--- config.mk ---
export PLATFORM = sky130hd
export DESIGN_NAME = game_round_ctrl
export DESIGN_NICKNAME = d
export VERILOG_FILES = /design/src/rtl/game_pkg.sv /design/src/rtl/game_round_ctrl_tick_prescaler.sv /design/src/rtl/game_round_ctrl.sv
export SDC_FILE = /design/constraint.sdc
export NUM_CORES = 1
export LEC_CHECK = 0
export BUFFER_PORTS_ARGS = -buffer_cell sky130_fd_sc_hd__buf_4
export CAP_MARGIN = 20
export CORE_MARGIN = 1.5
export CORE_UTILIZATION = 57
export DETAILED_ROUTE_END_ITERATION = 8
export GPL_TIMING_DRIVEN = 0
export PLACE_DENSITY = 0.79
export SETUP_SLACK_MARGIN = 0.05
export SKIP_CTS_REPAIR_TIMING = 1
export SKIP_LAST_GASP = 1
export SYNTH_ARGS = -nofsm -noshare
export SYNTH_HDL_FRONTEND = slang
export SYNTH_SLANG_ARGS = --single-unit
--- constraint.sdc ---
create_clock -name clock -period 8.3 [get_ports clock]
set_input_delay 0 -clock clock [delete_from_list [all_inputs] [get_ports clock]]
set_output_delay 0 -clock clock [all_outputs]
set_load 0.01 [all_outputs]
--- src/rtl/game_pkg.sv ---
// rtl/game_pkg.sv - shared types and constants for the countdown game round sequencer
// Purpose: state encoding, display source encoding, score ceiling and the
// 21-bit time type used by game_round_ctrl and its test environment.
// Ports: none (package).

package game_pkg;

    typedef enum logic [2:0] {
        ST_IDLE   = 3'd0,
        ST_READY  = 3'd1,
        ST_RUN    = 3'd2,
        ST_PAUSED = 3'd3,
        ST_OVER   = 3'd4
    } game_state_t;

    typedef enum logic [1:0] {
        DISP_TIME  = 2'd0,
        DISP_SCORE = 2'd1,
        DISP_READY = 2'd2
    } disp_sel_t;

    localparam int TIME_W  = 21;
    localparam int TIME_MAX = 2097151;
    localparam int SCORE_W = 14;
    localparam logic [SCORE_W-1:0] SCORE_MAX = 14'd9999;

    typedef logic [TIME_W-1:0] time_t;

    // Subtract with a floor of zero; the budget never wraps.
    function automatic time_t sat_sub(input time_t a, input time_t b);
        return (a > b) ? (a - b) : '0;
    endfunction

endpackage

--- src/rtl/game_round_ctrl_tick_prescaler.sv ---
// rtl/game_round_ctrl_tick_prescaler.sv - free-running tick prescaler with hold and clear
// Purpose: counts 0..TICK_DIV-1 while run is high and strobes tick on the
// last count. The count is held (not cleared) while run is low so a pause
// keeps its phase; clear forces the count back to zero.
// Ports:
//   clock  in  system clock
//   reset  in  synchronous active-high reset
//   run    in  advance the count this cycle
//   clear  in  force the count to zero (wins over run)
//   tick   out high while running with the count at TICK_DIV-1

module tick_prescaler #(
    parameter int TICK_DIV = 5000
) (
    input  logic clock,
    input  logic reset,
    input  logic run,
    input  logic clear,
    output logic tick
);

    localparam int CW = (TICK_DIV > 1) ? $clog2(TICK_DIV) : 1;
    localparam logic [CW-1:0] LAST = CW'(TICK_DIV - 1);

    logic [CW-1:0] count_q, count_d;

    always_comb begin
        count_d = count_q;
        if (clear) begin
            count_d = '0;
        end else if (run) begin
            count_d = (count_q == LAST) ? '0 : count_q + 1'b1;
        end
    end

    always_ff @(posedge clock) begin
        if (reset) begin
            count_q <= '0;
        end else begin
            count_q <= count_d;
        end
    end

    // Decoded from registers only; run comes from the registered game state.
    assign tick = run && (count_q == LAST);

endmodule

--- src/rtl/game_round_ctrl.sv ---
// rtl/game_round_ctrl.sv - round sequencer for the countdown game
// Purpose: owns the time budget, the ready countdown, score and miss
// counters, the game state machine and the registered display source.
// Optional feature macro: GAME_PAUSE_EN (compiles in PAUSED and the pause input).
// Ports:
//   clock       in   system clock
//   reset       in   synchronous active-high reset
//   start       in   pulse: begin or restart a round (IDLE/OVER)
//   pause       in   pulse: toggle pause (RUN/PAUSED, GAME_PAUSE_EN only)
//   hit         in   pulse: score event (RUN only)
//   miss        in   pulse: penalty event (RUN only)
//   state       out  IDLE=0 READY=1 RUN=2 PAUSED=3 OVER=4
//   time_left   out  remaining budget in ticks
//   score       out  hit count, saturating at 9999
//   disp_value  out  value for the display block
//   disp_sel    out  0 time, 1 score, 2 ready countdown
//   tick        out  prescaler strobe
//   game_over   out  high while in OVER

module game_round_ctrl
    import game_pkg::*;
#(
    parameter int TICK_DIV      = 5000,
    parameter int ROUND_TICKS   = 1800000,
    parameter int READY_TICKS   = 30000,
    parameter int PENALTY_TICKS = 50000,
    parameter int MISS_LIMIT    = 3
) (
    input  logic                clock,
    input  logic                reset,
    input  logic                start,
    input  logic                pause,
    input  logic                hit,
    input  logic                miss,
    output logic [2:0]          state,
    output logic [TIME_W-1:0]   time_left,
    output logic [SCORE_W-1:0]  score,
    output logic [TIME_W-1:0]   disp_value,
    output logic [1:0]          disp_sel,
    output logic                tick,
    output logic                game_over
);

    if (ROUND_TICKS > TIME_MAX || READY_TICKS > TIME_MAX || PENALTY_TICKS >= TIME_MAX) begin : g_bad_width
        $error("game_round_ctrl: tick parameters exceed the 21-bit time range");
    end

    localparam int MW = $clog2(MISS_LIMIT + 1);
    localparam time_t ROUND_T = TIME_W'(ROUND_TICKS);
    localparam time_t READY_T = TIME_W'(READY_TICKS);
    localparam time_t PEN_T   = TIME_W'(PENALTY_TICKS);
    localparam logic [MW-1:0] MISS_LIM = MW'(MISS_LIMIT);

    game_state_t          state_q, state_d;
    time_t                time_q, time_d;
    time_t                ready_q, ready_d;
    logic [SCORE_W-1:0]   score_q, score_d;
    logic [MW-1:0]        misses_q, misses_d;
    time_t                disp_value_q, disp_value_d;
    disp_sel_t            disp_sel_q, disp_sel_d;
    logic                 game_over_q, game_over_d;

    logic                 presc_run;
    logic                 presc_clear;
    logic                 tick_w;
    logic                 terminal;
    time_t                loss;

`ifndef GAME_PAUSE_EN
    logic pause_unused;
    assign pause_unused = pause;
`endif

    assign presc_run = (state_q == ST_READY) || (state_q == ST_RUN);

    tick_prescaler #(
        .TICK_DIV (TICK_DIV)
    ) u_presc (
        .clock (clock),
        .reset (reset),
        .run   (presc_run),
        .clear (presc_clear),
        .tick  (tick_w)
    );

    // Terminal conditions are judged on registered values, so OVER always
    // lands one cycle after time_left shows 0 or misses reaches the limit.
    assign terminal = (time_q == '0) || (misses_q >= MISS_LIM);

    always_comb begin
        state_d     = state_q;
        time_d      = time_q;
        ready_d     = ready_q;
        score_d     = score_q;
        misses_d    = misses_q;
        presc_clear = 1'b0;
        loss        = '0;

        unique case (state_q)
            ST_IDLE, ST_OVER: begin
                if (start) begin
                    state_d     = ST_READY;
                    time_d      = ROUND_T;
                    ready_d     = READY_T;
                    score_d     = '0;
                    misses_d    = '0;
                    presc_clear = 1'b1;
                end
            end
            ST_READY: begin
                if (tick_w) begin
                    ready_d = ready_q - time_t'(1);
                    if (ready_q == time_t'(1)) begin
                        state_d = ST_RUN;
                    end
                end
            end
            ST_RUN: begin
                if (terminal) begin
                    state_d = ST_OVER;
                end else begin
                    loss   = (miss ? PEN_T : '0) + (tick_w ? time_t'(1) : '0);
                    time_d = sat_sub(time_q, loss);
                    if (miss) begin
                        misses_d = misses_q + 1'b1;
                    end
                    if (hit && (score_q != SCORE_MAX)) begin
                        score_d = score_q + 1'b1;
                    end
`ifdef GAME_PAUSE_EN
                    if (pause) begin
                        state_d = ST_PAUSED;
                    end
`endif
                end
            end
            ST_PAUSED: begin
`ifdef GAME_PAUSE_EN
                if (pause) begin
                    state_d = ST_RUN;
                end
`endif
            end
            default: begin
                state_d = ST_IDLE;
            end
        endcase
    end

    // Display source follows the next state so it is registered alongside it.
    always_comb begin
        disp_sel_d   = DISP_TIME;
        disp_value_d = time_d;
        game_over_d  = (state_d == ST_OVER);
        if (state_d == ST_READY) begin
            disp_sel_d   = DISP_READY;
            disp_value_d = ready_d;
        end else if (state_d == ST_OVER) begin
            disp_sel_d   = DISP_SCORE;
            disp_value_d = time_t'(score_d);
        end
    end

    always_ff @(posedge clock) begin
        if (reset) begin
            state_q      <= ST_IDLE;
            time_q       <= ROUND_T;
            ready_q      <= READY_T;
            score_q      <= '0;
            misses_q     <= '0;
            disp_value_q <= ROUND_T;
            disp_sel_q   <= DISP_TIME;
            game_over_q  <= 1'b0;
        end else begin
            state_q      <= state_d;
            time_q       <= time_d;
            ready_q      <= ready_d;
            score_q      <= score_d;
            misses_q     <= misses_d;
            disp_value_q <= disp_value_d;
            disp_sel_q   <= disp_sel_d;
            game_over_q  <= game_over_d;
        end
    end

    assign state      = state_q;
    assign time_left  = time_q;
    assign score      = score_q;
    assign disp_value = disp_value_q;
    assign disp_sel   = disp_sel_q;
    assign tick       = tick_w;
    assign game_over  = game_over_q;

endmodule

* Word level (Yosys, flattened, before mapping)
Cells that the tools add are included.
** Storage, ports and cells
- Bits in registers :: 98
- Bits of input ports :: 6
- Word-level logic and storage cells :: 70
** Operators by class
- Add/subtract/negate cells :: 6
- Order comparisons :: 2
- Equal/unequal tests :: 12
- Muxes and demuxes :: 29
- Reduce and logical (&&, ||, !) cells :: 11
** Operators with widths (number)
- 21-bit two-way mux :: 7
- 21-bit one-hot mux with 2 select lines :: 2
- 14-bit two-way mux :: 3
- 14-bit one-hot mux with 2 select lines :: 1
- 21-bit by 1-bit == test with 1-bit output (second input constant) :: 1
- 21-bit by 17-bit > comparator with 1-bit output :: 1
- 21-bit logical NOT :: 1
- 21-bit by 1-bit subtractor with 21-bit output (second input constant) :: 1
- 21-bit by 17-bit subtractor with 21-bit output :: 1
- 16-bit by 1-bit adder with 17-bit output :: 1
- 16-bit two-way mux :: 1
- 14-bit by 1-bit adder with 14-bit output (second input constant) :: 1
- 14-bit != test (second input constant) :: 1
- 13-bit by 1-bit adder with 13-bit output (second input constant) :: 1
- 13-bit == test (second input constant) :: 1
- 13-bit two-way mux :: 1
- 3-bit two-way mux :: 4
- 3-bit one-hot mux with 4 select lines :: 1
- 2-bit two-way mux :: 4
- 3-bit by 1-bit == test with 1-bit output (second input constant) :: 2
- 3-bit by 2-bit == test with 1-bit output (second input constant) :: 2
- 3-bit == test (second input constant) :: 2
- 2-bit != test (second input constant) :: 3
- 2-bit OR reduction :: 3
- 9 further kinds :: 14

* Logic depth before layout (Yosys ltp)
- Depth after elaboration :: 11
- Gate-level depth with buffers :: 14
- Gate-level depth less buffers :: 11

* Modules after synthesis
From an unflattened synthesis, not the netlist that was laid out.
** Unflattened totals
- Cells, all modules :: 607
- Area total of the unflattened synthesis :: 5191.2 um2
** Modules (own cells, without submodules)
- game_round_ctrl :: instances 1, cells each 542, area each 4609.4 um2
- tick_prescaler :: instances 1, cells each 65, area each 581.8 um2

* Worst setup path before layout
Ideal clock, no wire load.
- Path type :: register to register
- From :: reg state_q[1] (netlist: state[1])
- To :: reg disp_value_q[11] (netlist: disp_value[11])
- Data arrival time :: 3657 ps
- Data required time :: 8165 ps
- Slack :: 4508 ps
- Cell stages (with the launch flop) :: 15
- Buffers on the path :: 3
- Clock period less this slack :: 3792 ps
- Path through :: dfxtp_1 > buf_2 > xnor2_1 > or2_2 > nor4_1 > ha_1 > or4b_4 > o211ai_2 > a21oi_1 > buf_2 > o21ai_2 > buf_2 > o21ai_0 > a31oi_1 > o221ai_1
** Between the ends
- Longest elaborated chain between the ends :: 11
- Elaborated cells between the ends (all ways) :: 27
- Those cells by class :: add/sub (2); order compare (1); eq/ne (6); mux (14); reduce/logical (4)
** Ends and longest elaborated chain
- start, declared :: line game_round_ctrl.sv:54 : game_state_t state_q, state_d;
- start signal, assigned :: line game_round_ctrl.sv:175 : state_q <= state_d;
- 3-bit by 1-bit == test with 1-bit output or 3-bit by 2-bit == test with 1-bit output (tied branches) :: line game_round_ctrl.sv:74 : assign presc_run = (state_q == ST_READY) || (state_q == ST_RUN);
- 1-bit logical OR (*) :: line game_round_ctrl.sv:74
- 1-bit logical AND (*) :: line game_round_ctrl_tick_prescaler.sv:45 : assign tick = run && (count_q == LAST);
- via tick :: line game_round_ctrl.sv:40 : output logic tick,
- 1-bit two-way mux :: line game_round_ctrl.sv:122 : loss = (miss ? PEN_T : '0) + (tick_w ? time_t'(1) : '0);
- 16-bit by 1-bit adder with 17-bit output :: line game_round_ctrl.sv:122
- 21-bit by 17-bit subtractor with 21-bit output or 21-bit by 17-bit > comparator with 1-bit output (tied branches) :: line game_pkg.sv:31 : return (a > b) ? (a - b) : '0;
- 21-bit two-way mux :: line game_pkg.sv:31
- 21-bit two-way mux :: line game_round_ctrl.sv:119 : if (terminal) begin
- 21-bit one-hot mux with 2 select lines :: line game_round_ctrl.sv:99 : unique case (state_q)
- 21-bit two-way mux :: line game_round_ctrl.sv:158 : end else if (state_d == ST_OVER) begin
- 21-bit two-way mux (*) :: line game_round_ctrl.sv:155 : if (state_d == ST_READY) begin
- end signal, assigned :: line game_round_ctrl.sv:180 : disp_value_q <= disp_value_d;
- end, declared :: line game_round_ctrl.sv:59 : time_t disp_value_q, disp_value_d;
Mark *: on every way through the listed nets, which the timed path passes. The rest lies on a longest branch.
A chain may end at the register's enable or synchronous reset.

* Worst setup path in the final report
- From :: reg state_q[1] (netlist: state[1])
- To :: reg disp_value_q[6] (netlist: disp_value[6])
** Between the ends
- Longest elaborated chain between the ends :: 11
- Elaborated cells between the ends (all ways) :: 27
- Those cells by class :: add/sub (2); order compare (1); eq/ne (6); mux (14); reduce/logical (4)
** Ends and longest elaborated chain (line)
- 3-bit by 1-bit == test with 1-bit output or 3-bit by 2-bit == test with 1-bit output (tied branches) :: game_round_ctrl.sv:74, game_round_ctrl.sv:99
- 1-bit logical OR :: game_round_ctrl.sv:74
- 1-bit logical AND :: game_round_ctrl_tick_prescaler.sv:45
- 1-bit two-way mux :: game_round_ctrl.sv:122
- 16-bit by 1-bit adder with 17-bit output :: game_round_ctrl.sv:122
- 21-bit by 17-bit subtractor with 21-bit output or 21-bit by 17-bit > comparator with 1-bit output (tied branches) :: game_pkg.sv:31
- 21-bit two-way mux :: game_pkg.sv:31
- 21-bit two-way mux :: game_round_ctrl.sv:119
- 21-bit one-hot mux with 2 select lines :: game_round_ctrl.sv:99
- 21-bit two-way mux :: game_round_ctrl.sv:158
- 21-bit two-way mux (*) :: game_round_ctrl.sv:155
Every way passes the cells marked *; elsewhere a longest branch is shown, timed or not.

==> reports/metrics.cfg <==
[run_status]
status=complete, no violations

[worst_hold_path]
hp-class=in -> reg
hold_path_startpoint=start
whs_endpoint=u_presc.count_q[1]$_SDFFE_PP0P_
hold_depth=4

[logic_synthesis]
yosys_warnings=0
ys_seq_area_share_pct=36.8
syn_area_sq_um=5330
postSynthAreaPerCell_sq_um=8.26
synth_edf_count=0
ys_ff_latch=98
async_flop_share_pct=0
synthCells=645
syn-num-nets=664
ys_types=80
synth_ff_type=dfxtp_1

[cells_and_area]
drive_gt1_share_pct=16.7
fill_cells=814
final-seq-area_sq_um=1960
num-nets-final=743
n_antenna_cell=0
layout_common_cells=dfxtp_1 (98), nor2_1 (72), buf_4 (66)
multi_input_area_sq_um=3190
syn2layout_area_growth_pct=16.0
fin_area_sq_um=6180
final_common_cell=dfxtp_1
fin_util_pct=67.5

[timing]
hold_violations=0
rsz0062_at_grt=false
setup_violations=0
setup_tns_ps=0
fmax_mhz=204
relSlewSlack_pct=29.3
drv_slew=0
fin_crit_ps=4890
min_period_over_period_pct=59.0
fin_skew_ps=14.4
worstMarginPinSlew_ps=1030

[critical_path]
reg2reg_from=state[1]$_SDFF_PP0_
r2r_end=disp_value[6]$_SDFF_PP1_
cpPeakStageDelay_ps=890
path_max_fanout=10
reg2regPathDepth=13
worstPathArrival_ps=5100
end_kind=register
path_cells=buf_2 -> xnor2_1 -> or2_2 -> nor4_1 -> ha_1 -> or4b_4 -> o211ai_2 -> a21oi_1 -> buf_2 -> o21ai_2 -> nor3_1 -> a2111oi_0 -> a221oi_1
r2r_slack_ps=3410
cp_common_cell=buf_2
cp.required_ps=8510
critPathSlowestCell=a2111oi_0
crit_type=reg -> reg
setup.worst_path.start_class=register

[route]
vias=5610
drt-initial-drc-count=558
viasPerCell=6.68
first_pass_iters=5
ant_nets=0
wl_per_cell_um=20.9
drc=0
routed_wl_um=17500

[clocking]
cts.sinks=98
path_clk_slew_ps=100
ctsHtreeMaxLevel=3
cts-root-buf=clkbuf_8
clock_latency_ps=370
cts_tree=yes
clockBufferDepth=2
cts-buffers-inserted=9

[floorplan]
die_w_um=99.7
die_y_um=99.7
core.rowCount=35
dieArea_sq_um=9940
core_region_area_sq_um=9150
ioPinCount=69
initial_core_util_pct=58.2

[placed_design]
io_buffers=66
dp_hpwl_um=13100
finalWeightedCongestion=0.954
placed_area_sq_um=5960

[global_routing]
antenna_found_initial=0
grt_pass1_vias=5017
grt_pass1_wl_um=27100
grt_max_degree=18
grtUsageTotal_pct=35.4
grt_overflow=0

[flow_run]
maxCapViolCount=0

[power]
vdd_drop_max_uv=93.2
static-leakage-power_nw=2.31
power.density_nw_per_um2=143

## cell families (layout without fill, tap and decap cells)
kind of cell	Yosys count	in the layout	synth area share, %
XOR/XNOR	20	20	3.29
flip-flops	98	98	36.8
multiplexers	15	15	2.93
AO/OA/AOI/OAI	169	169	21.9
buffers and inverters	44	128	3.40
adder cells (fa/ha/maj)	13	13	3.05
AND/OR/NAND/NOR	286	286	28.6
## where the power goes
part	leakage (nW)	switching [mW]	internal (mW)
Clock	0.0926	0.180	0.144
Sequential	0.793	0.00190	0.475
Combinational	1.43	0.0553	0.0250
Total	2.31	0.237	0.644
## final cells by class
cell class / instances / share of cell area (%)
Timing Repair Buffer: 68 / 8.26
Inverter: 14 / 0.850
Clock buffer: 10 / 2.06
Sequential cell: 98 / 31.7
Buffer: 30 / 2.09
Multi-Input combinational cell: 503 / 51.5
Tap cell: 111 / 2.25
Clock inverter: 6 / 1.21
## metrics by stage
| stage | std cells | power [mW] | setup WS (ps) | hold WS [ps] |
|---|---|---|---|---|
| final | 840 | 0.881 | 3410 | 118 |
| after global routing | 840 | 0.906 | 3320 | 119 |
| after CTS | 838 | 0.882 | 3550 | -66.9 |
| after detailed placement | 822 | 0.565 | 3610 | 322 |
| after global placement | 822 | 0.564 | 3630 | 308 |
| after floorplan | 645 | 0.535 | 4510 | 160 |
## worst max path at each step
stage	depth (start not counted)	startpoint	endpoint	slack, ps
2_1_floorplan	14	state[1]$_SDFF_PP0_	disp_value[11]$_SDFF_PP0_	4510
3_3_place_gp	13	state[1]$_SDFF_PP0_	disp_value[6]$_SDFF_PP1_	3630
3_5_place_dp	13	state[1]$_SDFF_PP0_	disp_value[6]$_SDFF_PP1_	3610
4_1_cts	13	state[1]$_SDFF_PP0_	disp_value[6]$_SDFF_PP1_	3550
5_1_grt	13	state[1]$_SDFF_PP0_	disp_value[6]$_SDFF_PP1_	3320
6_report	13	state[1]$_SDFF_PP0_	disp_value[6]$_SDFF_PP1_	3410
## worst max-delay path: cells and delay by family (launching register included)
family	cells	cell delay (ps)
and+or+nand+nor	4	1800
AOI/OAI and AO/OA	5	1630
buffers and inverters	2	450
DFF	1	380
adders and majority gates	1	310
xor gates and xnor gates	1	130
## state kept, by name, summed over array words and instances, names as in the netlist
register         count
disp_sel             2
ready_q             21
misses_q             2
disp_value          21
state                3
game_over            1
u_presc.count_q     13
score               14
time_left           21
## cells in the mapped netlist (all sizes together) (6+ instances only)
| cell | instances | area [sq um] |
|---|---|---|
| a211oi | 8 | 60.1 |
| o31ai | 9 | 67.6 |
| inv | 14 | 52.6 |
| xnor2 | 9 | 78.8 |
| and3 | 11 | 68.8 |
| nand2b | 6 | 37.5 |
| or4 | 6 | 48.8 |
| and2 | 16 | 100 |
| nor2 | 72 | 270 |
| clkbuf | 21 | 78.8 |
| nand2 | 54 | 203 |
| dfxtp | 98 | 1960 |
| ha | 13 | 163 |
| buf | 9 | 50.0 |
| o211ai | 9 | 72.6 |
| or2 | 14 | 87.6 |
| o21ai | 28 | 144 |
| a31oi | 11 | 68.8 |
| nand4 | 9 | 56.3 |
| a21oi | 47 | 235 |
| nor3 | 25 | 125 |
| nor4 | 17 | 128 |
| nand3 | 21 | 105 |
| or3 | 10 | 62.6 |
| xor2 | 11 | 96.3 |
| mux2i | 10 | 100 |
## routing by layer
metal / track usage (%) / vias to the layer above / part of all wire [%]
met4: 13.0 / 0 / 3.0
li1: - / 2563 / -
met5: 0 / - / 0
met3: 6.18 / 47 / 10
met2: 56.0 / 344 / 45
met1: 48.5 / 2656 / 41
(Power assumes the default switching activity.)
